`src/rtl/period_rate_pkg.sv`:
```
// rtl/period_rate_pkg.sv - shared FSM type and constants for the period rate meter
package period_rate_pkg;

    // Measurement FSM: IDLE waits for enable, MEASURE runs back-to-back windows.
    typedef enum logic {
        ST_IDLE    = 1'b0,
        ST_MEASURE = 1'b1
    } state_t;

    localparam int DEFAULT_WINDOW_CYCLES = 1024;

    // Zero-window counter width; wide enough for the largest stall threshold (15).
    localparam int ZERO_CNT_W = 4;

endpackage

```
`src/rtl/period_rate_window_cnt.sv`:
```
// rtl/period_rate_window_cnt.sv - measurement window counter with terminal-count flag
//
// Ports:
//   clk     - clock
//   reset   - synchronous active-high reset, count returns to 0
//   restart - synchronous restart, count returns to 0
//   run     - advance the count this cycle (wraps to 0 after the last cycle)
//   tc      - count is at WINDOW_CYCLES-1, the last cycle of the window
module period_rate_window_cnt
    import period_rate_pkg::*;
#(
    parameter int WINDOW_CYCLES = DEFAULT_WINDOW_CYCLES
) (
    input  logic clk,
    input  logic reset,
    input  logic restart,
    input  logic run,
    output logic tc
);

    localparam int CNT_W = $clog2(WINDOW_CYCLES);
    localparam logic [CNT_W-1:0] LAST = CNT_W'(WINDOW_CYCLES - 1);

    logic [CNT_W-1:0] count;

    always_ff @(posedge clk) begin
        if (reset || restart) begin
            count <= '0;
        end else if (run) begin
            count <= tc ? '0 : count + CNT_W'(1);
        end
    end

    assign tc = (count == LAST);

endmodule

```
`src/rtl/period_rate_meter.sv`:
```
// rtl/period_rate_meter.sv - counter-delta rate meter over fixed windows with stall detect
//
// Optional feature: define PERIOD_RATE_MINMAX_EN to add min_rate/max_rate tracking.
//
// Ports:
//   clk        - sole clock
//   reset      - synchronous active-high reset, priority over clear and enable
//   in_cnt     - free-running counter snapshot, already in the clk domain
//   enable     - level-sensitive measurement enable
//   clear      - single-cycle restart of measurement and statistics
//   rate       - in_cnt delta over the last completed window
//   rate_valid - one-cycle pulse when rate is updated
//   stalled    - in_cnt unchanged for STALL_WINDOWS consecutive windows
//   min_rate   - smallest rate since reset/clear (PERIOD_RATE_MINMAX_EN only)
//   max_rate   - largest rate since reset/clear (PERIOD_RATE_MINMAX_EN only)
module period_rate_meter
    import period_rate_pkg::*;
#(
    parameter int BUS_SIZE      = 8,
    parameter int WINDOW_CYCLES = DEFAULT_WINDOW_CYCLES,
    parameter int STALL_WINDOWS = 2
) (
    input  logic                clk,
    input  logic                reset,
    input  logic [BUS_SIZE-1:0] in_cnt,
    input  logic                enable,
    input  logic                clear,
    output logic [BUS_SIZE-1:0] rate,
    output logic                rate_valid,
    output logic                stalled
`ifdef PERIOD_RATE_MINMAX_EN
    ,
    output logic [BUS_SIZE-1:0] min_rate,
    output logic [BUS_SIZE-1:0] max_rate
`endif
);

    localparam logic [ZERO_CNT_W-1:0] STALL_LIMIT = ZERO_CNT_W'(STALL_WINDOWS);

    state_t state, state_next;
    logic   capture;
    logic   measure_tc;
    logic   win_restart;
    logic   win_run;
    logic   tc;

    logic [BUS_SIZE-1:0]   prev;
    logic [BUS_SIZE-1:0]   delta;
    logic [ZERO_CNT_W-1:0] zero_cnt;
    logic [ZERO_CNT_W-1:0] zero_next;

    period_rate_window_cnt #(
        .WINDOW_CYCLES(WINDOW_CYCLES)
    ) u_window_cnt (
        .clk    (clk),
        .reset  (reset),
        .restart(win_restart),
        .run    (win_run),
        .tc     (tc)
    );

    always_ff @(posedge clk) begin
        if (reset) begin
            state <= ST_IDLE;
        end else begin
            state <= state_next;
        end
    end

    // clear overrides everything, including a coinciding terminal count.
    always_comb begin
        state_next  = state;
        capture     = 1'b0;
        measure_tc  = 1'b0;
        win_restart = 1'b0;
        win_run     = 1'b0;
        if (clear) begin
            state_next  = enable ? ST_MEASURE : ST_IDLE;
            capture     = enable;
            win_restart = 1'b1;
        end else begin
            case (state)
                ST_IDLE: begin
                    if (enable) begin
                        state_next  = ST_MEASURE;
                        capture     = 1'b1;
                        win_restart = 1'b1;
                    end
                end
                ST_MEASURE: begin
                    if (!enable) begin
                        // Partial window is discarded; rate and stalled hold.
                        state_next  = ST_IDLE;
                        win_restart = 1'b1;
                    end else begin
                        win_run    = 1'b1;
                        measure_tc = tc;
                    end
                end
                default: state_next = ST_IDLE;
            endcase
        end
    end

    // Modulo subtraction absorbs a single upstream counter wrap per window.
    assign delta = in_cnt - prev;

    always_comb begin
        zero_next = zero_cnt;
        if (delta != '0) begin
            zero_next = '0;
        end else if (zero_cnt != STALL_LIMIT) begin
            zero_next = zero_cnt + ZERO_CNT_W'(1);
        end
    end

    always_ff @(posedge clk) begin
        if (reset) begin
            prev       <= '0;
            rate       <= '0;
            rate_valid <= 1'b0;
            stalled    <= 1'b0;
            zero_cnt   <= '0;
        end else begin
            rate_valid <= 1'b0;
            if (capture || measure_tc) begin
                prev <= in_cnt;
            end
            if (clear) begin
                rate     <= '0;
                stalled  <= 1'b0;
                zero_cnt <= '0;
            end else if (measure_tc) begin
                rate       <= delta;
                rate_valid <= 1'b1;
                zero_cnt   <= zero_next;
                stalled    <= (zero_next == STALL_LIMIT);
            end
        end
    end

`ifdef PERIOD_RATE_MINMAX_EN
    always_ff @(posedge clk) begin
        if (reset || clear) begin
            min_rate <= '1;
            max_rate <= '0;
        end else if (measure_tc) begin
            if (delta < min_rate) min_rate <= delta;
            if (delta > max_rate) max_rate <= delta;
        end
    end
`endif

endmodule

```
`config.mk`:
```
export PLATFORM = sky130hd
export DESIGN_NAME = period_rate_meter
export DESIGN_NICKNAME = d
export VERILOG_FILES = /design/src/rtl/period_rate_pkg.sv /design/src/rtl/period_rate_window_cnt.sv /design/src/rtl/period_rate_meter.sv
export SDC_FILE = /design/constraint.sdc
export NUM_CORES = 1
export LEC_CHECK = 0
export CORE_ASPECT_RATIO = 0.9
export CORE_MARGIN = 2
export CORE_UTILIZATION = 52
export CTS_BUF_LIST = sky130_fd_sc_hd__clkbuf_4
export DETAILED_ROUTE_END_ITERATION = 8
export PLACE_DENSITY = 0.78
export SETUP_SLACK_MARGIN = 0.4
export SYNTH_ARGS = -nofsm -noshare
export SYNTH_HDL_FRONTEND = slang
export SYNTH_SLANG_ARGS = --single-unit
```
`constraint.sdc`:
```
create_clock -name clk -period 2.4 [get_ports clk]
set_input_delay 0.48 -clock clk [delete_from_list [all_inputs] [get_ports clk]]
set_output_delay 0.48 -clock clk [all_outputs]
set_load 0.03 [all_outputs]
```
---- Word-level counts from Yosys, hierarchy flattened ----
Cells that the tools add are included.
storage, ports and cells
  output and inout port bits .............. 10
  flip-flop bits (word level) ............. 33
  word-level logic and storage cells ...... 33
  bits of input ports ..................... 12
operators by class
  reductions and logical operators ........ 4
  $add $sub $neg .......................... 3
  equality and inequality tests ........... 3
  bitwise operators ....................... 1
  muxes and demuxes ....................... 15
operators by type and width
  cell                                                             count
  1-bit two-way mux                                                11
  10-bit by 1-bit adder with 10-bit output, second input constant  1
  10-bit == test, second input constant                            1
  10-bit two-way mux                                               1
  4-bit two-way mux                                                2
  8-bit nonzero test                                               1
  8-bit subtractor                                                 1
  4-bit by 1-bit adder with 4-bit output, second input constant    1
  4-bit by 2-bit == test with 1-bit output, second input constant  1
  4-bit by 2-bit != test with 1-bit output, second input constant  1
  1-bit logical OR                                                 2
  1-bit one-hot mux with 2 select lines                            1
  2-bit OR reduction                                               1
  1-bit inverter                                                   1

---- Logic depth before layout (Yosys ltp) ----
Gate-level depths: netlist of run 1.
  depth after elaboration ................. 5
  mapped depth ............................ 10
  mapped depth without buffers ............ 10

---- Hierarchy ----
From an unflattened synthesis of run 1, not the netlist that was laid out.
unflattened totals
  cell total of the unflattened synthesis .. 223
  area total of the unflattened synthesis .. 1895.6 sq um
modules (own cells, without submodules)
  module                  sequential area each (sq um)  area each (sq um)  cells an instance  instances
  period_rate_meter       460.4                         1420.1             169                1
  period_rate_window_cnt  200.2                         475.5              54                 1

---- Least setup slack after synthesis of run 1 ----
OpenSTA, ideal clock, no wires.
  path type ............................... input to register
  from .................................... input port in_cnt[0]
  to ...................................... register stalled
  arrival time ............................ 2.382 ns
  library setup time ...................... 0.084 ns
  path slack .............................. -0.066 ns
  data required time ...................... 2.316 ns
  cell stages on the path ................. 10
  path buffers ............................ 0
  path through ............................ inv_1 > ha_1 > inv_1 > fa_1 > a211oi_1 > nor2_1 > xor2_1 > a2111oi_4 > nand2_2 > o31ai_2
on the way
  word-level cells in the longest chain between the ends .. 4
ends and longest elaborated chain
  element                                   RTL line                  source
  from (decl)                               period_rate_meter.sv:25   input logic [BUS_SIZE-1:0] in_cnt,
  8-bit subtractor                          period_rate_meter.sv:106  assign delta = in_cnt - prev;
  8-bit nonzero test                        period_rate_meter.sv:110  if (delta != '0) begin
  4-bit two-way mux                         period_rate_meter.sv:110
  4-bit by 2-bit == test with 1-bit output  period_rate_meter.sv:137  stalled <= (zero_next == STALL_LIMIT);
  to (signal assigned)                      period_rate_meter.sv:137
  to (decl)                                 period_rate_meter.sv:30   output logic stalled
No other way between the ends.
A chain may end at the register's enable or synchronous reset.

---- Final worst setup path of run 1 ----
  from .................................... register prev[0]
  to ...................................... register stalled
on the way
  word-level cells in the longest chain between the ends .. 4
ends and longest elaborated chain
  element                                   RTL line                  source
  from (decl)                               period_rate_meter.sv:47   logic [BUS_SIZE-1:0] prev;
  from (signal assigned)                    period_rate_meter.sv:127  prev <= in_cnt;
  8-bit subtractor                          period_rate_meter.sv:106
  8-bit nonzero test                        period_rate_meter.sv:110
  4-bit two-way mux                         period_rate_meter.sv:110
  4-bit by 2-bit == test with 1-bit output  period_rate_meter.sv:137
No other way between the ends.

==> results of run 1 <==
==> path summary, 6_finish.rpt <==
kind                              start  slack, ps  cells after the start  endpoint
worst min register to register  stalled        470                      2   stalled
worst min-delay path            stalled        470                      2   stalled
worst max register to register  prev[0]        200                     10   stalled
worst max-delay path            prev[0]        200                     10   stalled
==> cell families (layout without fill, tap and decap cells) <==
family / Yosys count / after routing / synth area share (%)
mux: 7 / 7 / 3.77
xor+xnor: 12 / 12 / 5.66
simple gates: 93 / 93 / 25.9
buf+inv: 17 / 76 / 3.71
compound gates: 43 / 43 / 16.2
fa+ha+maj: 13 / 13 / 9.16
flops: 33 / 33 / 35.6
==> critical path, cell delays in order, from the launching register on <==
cell and delay [ps]:
dfxtp_2 370, ha_4 140, inv_2 40, fa_2 400
a211oi_4 290, buf_4 160, or4b_4 130, o2111ai_4 150
nor2_4 180, nand2_2 90, o31ai_2 180
==> state kept, by name, summed over array words and instances, names as in the netlist <==
name and flops:
stalled 1, rate_valid 1, u_window_cnt.count 10, zero_cnt 4, state 1, prev 8
rate 8
==> layout make-up <==
type / instances / area [sq um]
clock inverter: 2 / 10.0
tap: 44 / 55.1
timing repair buffer: 56 / 500
clock buffer: 6 / 45.0
multi-input combinational: 168 / 1300
sequential: 33 / 664
inverter: 12 / 57.6
fill: 259 / 773
==> synth_stat cells, types with 2 or more instances <==
master,count,share of area [%]
a21oi_1,15,4.0
nand4_1,4,1.3
nor2b_1,7,2.4
buf_2,2,0.54
nand2_1,14,2.8
xnor2_1,5,2.4
and3_1,2,0.67
o21ai_0,6,1.6
nand3b_1,2,0.81
mux2i_1,7,3.8
o21ai_1,2,0.54
nor2_1,38,7.7
nand3_1,6,1.6
o211ai_1,4,1.6
or3_1,2,0.67
xor2_1,7,3.3
dfxtp_1,33,36
clkbuf_2,2,0.54
nor3b_1,4,1.6
nand2b_1,3,1.0
and2_1,2,0.67
inv_1,12,2.4
o2111ai_1,2,0.94
a211oi_1,3,1.2
ha_1,12,8.1
==> per-layer routing <==
metal | vias up | track usage, % | routed length [microns]
met5 | - | 0 | 0
met4 | 0 | 7.00 | 34
met3 | 4 | 7.98 | 154
met2 | 30 | 37.9 | 1980
met1 | 780 | 30.6 | 2150
li1 | 878 | - | -
==> power groups by stage <==
stage,Clock [mW],Combinational (mW),Sequential [mW]
after global routing,0.346,0.387,0.563
after detailed placement,0,0.289,0.574
final,0.314,0.358,0.562
after CTS,0.322,0.326,0.561
after floorplan,0,0.173,0.573
after global placement,0,0.279,0.573
==> timing repair <==
| action | in CTS | in global routing |
|---|---|---|
| pin swaps | 10 | 10 |
| buffers inserted | 3 | 2 |
| resized for setup | 27 | 16 |
| endpoints found under the setup margin | 9 | 8 |
==> impl_metrics.csv, run 1 <==
group,metric,value,unit
outcome,status,"finished clean",
floorplanning,fp.dieW,67.0,microns
clock_tree,cts_hold_buf,0,
timing,tightest_slew,408,ps
logic_synthesis,synth_area,0.00186,sq mm
clock_tree,cts_tree,"done",
power_and_ir_drop,power_leakage,0.996,nW
routing,vias,1692,
cells_and_area,final_area,0.00263,sq mm
power_and_ir_drop,pwr-share-clk,25.4,%
min_path,hp-class,"flop to flop",
cells_and_area,diodes,0,
clock_tree,clkSlewWorstSetupHoldPaths,100,ps
power_and_ir_drop,switching_power,0.366,mW
global_routing,first_global_vias,1606,
floorplanning,core.rowCount,20,
placement,placed_area,0.00244,sq mm
worst_setup_path,cp.arrival,2470,ps
worst_setup_path,crit_fanout,4,
placement,place.gp.congestion,0.848,
placement,dp_cells,308,
global_routing,overflow,0,
timing,setup_viol,0,
timing,period_share,91.5,%
clock_tree,clockBufferDepth,2,
timing,tns,0,ps
floorplanning,coreArea,0.00340,sq mm
clock_tree,htreeDepth,2,
logic_synthesis,async_reset_ff_share,0,%
logic_synthesis,synthCells,218,
cells_and_area,finish.utilization,77.3,%
routing,dr.pass1.iters,4,
worst_setup_path,critical_path_class,"flop to flop",
timing,slew_headroom,72.8,%
timing,hold_viol,0,
routing,drt_iter0_drc,119,
routing,wire_per_inst,13.5,microns
clock_tree,cts_root_buf,"clkbuf_4",
clock_tree,clock_latency,340,ps
timing,fin_crit,2200,ps
timing,worst_slack,204,ps
worst_setup_path,start_kind,"flop",
logic_synthesis,synth_edf_count,0,
timing,rsz0062_at_grt,"yes",
global_routing,antenna_found_initial,0,
global_routing,grt.total_usage,23.6,%
routing,drc,0,
clock_tree,cts_sinks,33,
routing,wl,4320,microns
timing,fin_skew,5.49,ps
logic_synthesis,syn-mean-instance-area,8.52,sq um
logic_synthesis,ys.warnings.count,0,
floorplanning,chipHeight,60.7,microns
cells_and_area,final_common_cell,"nor2_1",
power_and_ir_drop,switching_share,29.6,%
placement,place_ws,-601,ps
routing,final_antenna_net_count,0,
cells_and_area,area.growth.synth_to_final,41.6,%
floorplanning,num_io_pins,22,
timing,slew_viol_final,0,
power_and_ir_drop,totalPowerFinal,1.23,mW
floorplanning,dieArea,0.00407,sq mm
routing,via_per_inst,5.27,
cells_and_area,nNetsFinal,301,
power_and_ir_drop,share_comb_of_total_power,29.0,%
power_and_ir_drop,pwr_density_cell,469,mW/mm^2
placement,io_buffers,21,
logic_synthesis,syn_nets,243,
global_routing,grt_max_degree,15,
logic_synthesis,yosysSeqAreaShare,35.6,%
logic_synthesis,synth.distinct_cells,47,
power_and_ir_drop,p_int,0.869,mW
floorplanning,initial_core_util,54.6,%
job,cap_violations,0,
cells_and_area,final_cell_mix,"nor2_1, dfxtp_1, buf_4",
placement,dpl.hpwl,3150,microns
worst_setup_path,cp.required,2670,ps
power_and_ir_drop,ir_worst_vdd,0.449,mV
logic_synthesis,synth_seq_cells,33,
timing,max_freq,455,MHz
logic_synthesis,ys.flop_type,"dfxtp_1",
power_and_ir_drop,seqPwrFrac,45.6,%
cells_and_area,stdcell_count,321,
clock_tree,cts_buffers,5,
global_routing,grt_pass1_wl,7100,microns
cells_and_area,layout-drive-gt1-share,29.6,%
timing,holdWs,473,ps
worst_setup_path,worstSetupEndpointType,"flop",
Note: power is estimated with default switching activity, not from simulation.
==> inputs of run 2 (changes only) <==
--- a/config.mk
+++ b/config.mk
@@ -5,7 +5,8 @@
 export SDC_FILE = /design/constraint.sdc
 export NUM_CORES = 1
 export LEC_CHECK = 0
-export CORE_ASPECT_RATIO = 0.9
+export ABC_AREA = 1
+export CAP_MARGIN = 0
 export CORE_MARGIN = 2
 export CORE_UTILIZATION = 52
 export CTS_BUF_LIST = sky130_fd_sc_hd__clkbuf_4
==> run 2 against run 1 <==
- via count rose by 1.4%
- die area rose by 2.8%
- utilization fell by 8.2 points
- register-to-register slack improved by 260 ps
- fmax rose by 13%
- sequential share of layout area rose by 1.3 points
- largest cell class unchanged
- largest power group unchanged
==> impl_metrics.csv, run 2 <==
group,metric,value,unit
cells_and_area,final_cell_mix,"nand2_1, dfxtp_1, inv_1",
clock_tree,cts_root_buf,"clkbuf_4",
worst_setup_path,crit_fanout,3,
routing,final_antenna_net_count,0,
worst_setup_path,crit_buf_inv,3,
timing,tightest_slew,613,ps
placement,dpl.hpwl,2860,microns
logic_synthesis,synth.area.top_cells,"dfxtp_1, nand2_1, ha_1",
clock_tree,clkSlewWorstSetupHoldPaths,110,ps
outcome,status,"finished clean",
power_and_ir_drop,seqPwrFrac,40.0,%
cells_and_area,multi_input_area,0.00116,sq mm
logic_synthesis,synth_edf_count,0,
power_and_ir_drop,power_leakage,1.08,nW
cells_and_area,layout-drive-gt1-share,23.3,%
logic_synthesis,syn_nets,277,
logic_synthesis,ys.warnings.count,0,
global_routing,antenna_found_initial,0,
cells_and_area,regArea,661,sq um
cells_and_area,nNetsFinal,316,
logic_synthesis,synth_seq_cells,33,
routing,dr.pass1.iters,4,
floorplanning,core.rowCount,22,
logic_synthesis,yosysMostFrequentCell,"nand2_1",
routing,drc,0,
logic_synthesis,yosys.area.top_type,"dfxtp_1",
timing,fin_skew,12.4,ps
clock_tree,cts_tree,"done",
worst_setup_path,cpPeakStageDelay,370,ps
logic_synthesis,async_reset_ff_share,0,%
timing,max_freq,513,MHz
job,cap_violations,0,
cells_and_area,area.growth.synth_to_final,30.2,%
routing,vias,1715,
cells_and_area,diodes,0,
worst_setup_path,crit_chain,"clkdlybuf4s15_1, inv_2, ha_2, inv_2, fa_2, xor2_1, nor2_1, nand3_2, nor2_4, nand3_2, nor2_2, nand2_1, a21oi_2",
power_and_ir_drop,pwr-share-clk,37.3,%
logic_synthesis,ys_top_cells_by_count,"nand2_1, inv_1, dfxtp_1",
worst_setup_path,worstSetupEndpointType,"flop",
global_routing,overflow,0,
floorplanning,num_io_pins,22,
clock_tree,clockBufferDepth,2,
logic_synthesis,yosysSeqAreaShare,34.5,%
power_and_ir_drop,switching_share,27.1,%
routing,wire_per_inst,12.2,microns
timing,hold_viol,0,
cells_and_area,regMostFlops,"u_window_cnt.count",
timing,setup_viol,0,
timing,period_share,81.3,%
worst_setup_path,critical_path_class,"primary input to flop",
floorplanning,fp.dieW,64.7,microns
power_and_ir_drop,p_int,1.03,mW
clock_tree,htreeDepth,2,
global_routing,grt_pass1_wl,6980,microns
power_and_ir_drop,ir_worst_vdd,0.456,mV
logic_synthesis,synthDominantCellAreaShare,34.5,%
timing,worst_slack,450,ps
routing,drt_iter0_drc,92,
power_and_ir_drop,share_comb_of_total_power,22.7,%
clock_tree,cts_buffers,5,
cells_and_area,top_regs,"u_window_cnt.count x10, prev x8, rate x8",
timing,rsz0062_at_grt,"yes",
worst_setup_path,cp.required,2680,ps
cells_and_area,largest_reg_flops,10,
global_routing,first_global_vias,1648,
worst_setup_path,start_kind,"primary input",
worst_setup_path,cp.arrival,2230,ps
floorplanning,dieArea,0.00418,sq mm
placement,io_buffers,21,
power_and_ir_drop,pwr_density_cell,566,mW/mm^2
power_and_ir_drop,switching_power,0.382,mW
min_path,hp-class,"primary input to flop",
clock_tree,clock_latency,340,ps
timing,fin_crit,1950,ps
logic_synthesis,synthCells,252,
global_routing,grt.total_usage,21.4,%
logic_synthesis,ys.flop_type,"dfxtp_1",
timing,slew_viol_final,0,
floorplanning,initial_core_util,53.1,%
floorplanning,chipHeight,64.7,microns
placement,place.gp.congestion,0.841,
clock_tree,cts_sinks,33,
logic_synthesis,syn-mean-instance-area,7.59,sq um
timing,slew_headroom,58.7,%
worst_setup_path,cp_top_family,"simple AND/OR/NAND/NOR gates",
floorplanning,coreArea,0.00361,sq mm
cells_and_area,fillers,286,
placement,place_ws,-171,ps
worst_setup_path,crit_slowest_cell,"fa_2",
cells_and_area,final_common_cell,"nand2_1",
clock_tree,cts_hold_buf,0,
routing,wl,4160,microns
logic_synthesis,synth.distinct_cells,37,
global_routing,grt_max_degree,18,
routing,via_per_inst,5.04,
timing,holdWs,456,ps
logic_synthesis,synth_area,0.00191,sq mm
## run 2: cell types whose count changed in the layout (fill, tap and decap cells not counted), moves of 9 or more
cell	delta
nand2_1	+28
buf_4	-12
nor2_1	-14
o21ai_0	+9
inv_1	+25
nand3_1	+13
## run 2: metal layers
layer  vias to the layer above  share of wire, %  GRT usage (%)
met1                       777                46           25.6
li1                        902                 -              -
met4                         0               1.7           7.18
met5                         -                 0              0
met2                        28                50           37.6
met3                         8               3.0           5.21
## run 2: worst paths after layout
check             endpoint  cells past startpoint  slack, ps       from
setup / recovery   stalled                     13        450  in_cnt[0]
hold reg to reg    prev[7]                      2        490    prev[7]
setup reg to reg   stalled                     11        460    prev[0]
hold / removal       state                      3        460     enable
## run 2: area by class of cell
class                   instances  area share, %
multi-input cells             174           46.5
flip-flops and latches         33           26.5
repair buffers                 38           14.5
inverters                      39           5.98
clock inverters                 3           2.61
well taps                      48           2.41
clock buffers                   5           1.51
## run 2: power groups by stage
stage,logic [mW],clock network (mW),registers (mW)
3_5_place_dp,0.260,0,0.577
6_report,0.320,0.526,0.564
3_3_place_gp,0.256,0,0.576
2_1_floorplan,0.181,0,0.576
4_1_cts,0.300,0.537,0.564
5_1_grt,0.354,0.560,0.566
## run 2: logic make-up (layout without fill, tap and decap cells)
group	Yosys count	after routing	share of synthesized area, %
buf+inv	45	85	10.3
mux	1	1	0.523
compound gates	43	43	15.0
fa+ha+maj	13	13	8.89
xor+xnor	7	7	3.20
flops	33	33	34.5
simple gates	110	110	27.5
## run 2: what timing repair did
action                                  4_1_cts  5_1_grt
gates resized for setup                      14       14
buffers inserted                              6        0
pin swaps                                    12        5
endpoints found under the setup margin        5        7
## run 2: metrics by stage
stage	TNS (ps)	std cells	total power [mW]	utilization, %	instance area (sq um)
4_1_cts	0	340	1.40	67.4	2430
5_1_grt	0	340	1.48	69.0	2490
2_1_floorplan	0	252	0.757	-	1920
3_3_place_gp	-258	326	0.833	61.9	2230
6_report	0	340	1.41	69.0	2490
3_5_place_dp	-383	326	0.837	61.9	2230
## run 2: tightest hold or removal path, stage by stage
cell and delay (ps):
dlymetal6s2s_1 160, inv_1 80, nor2_1 40
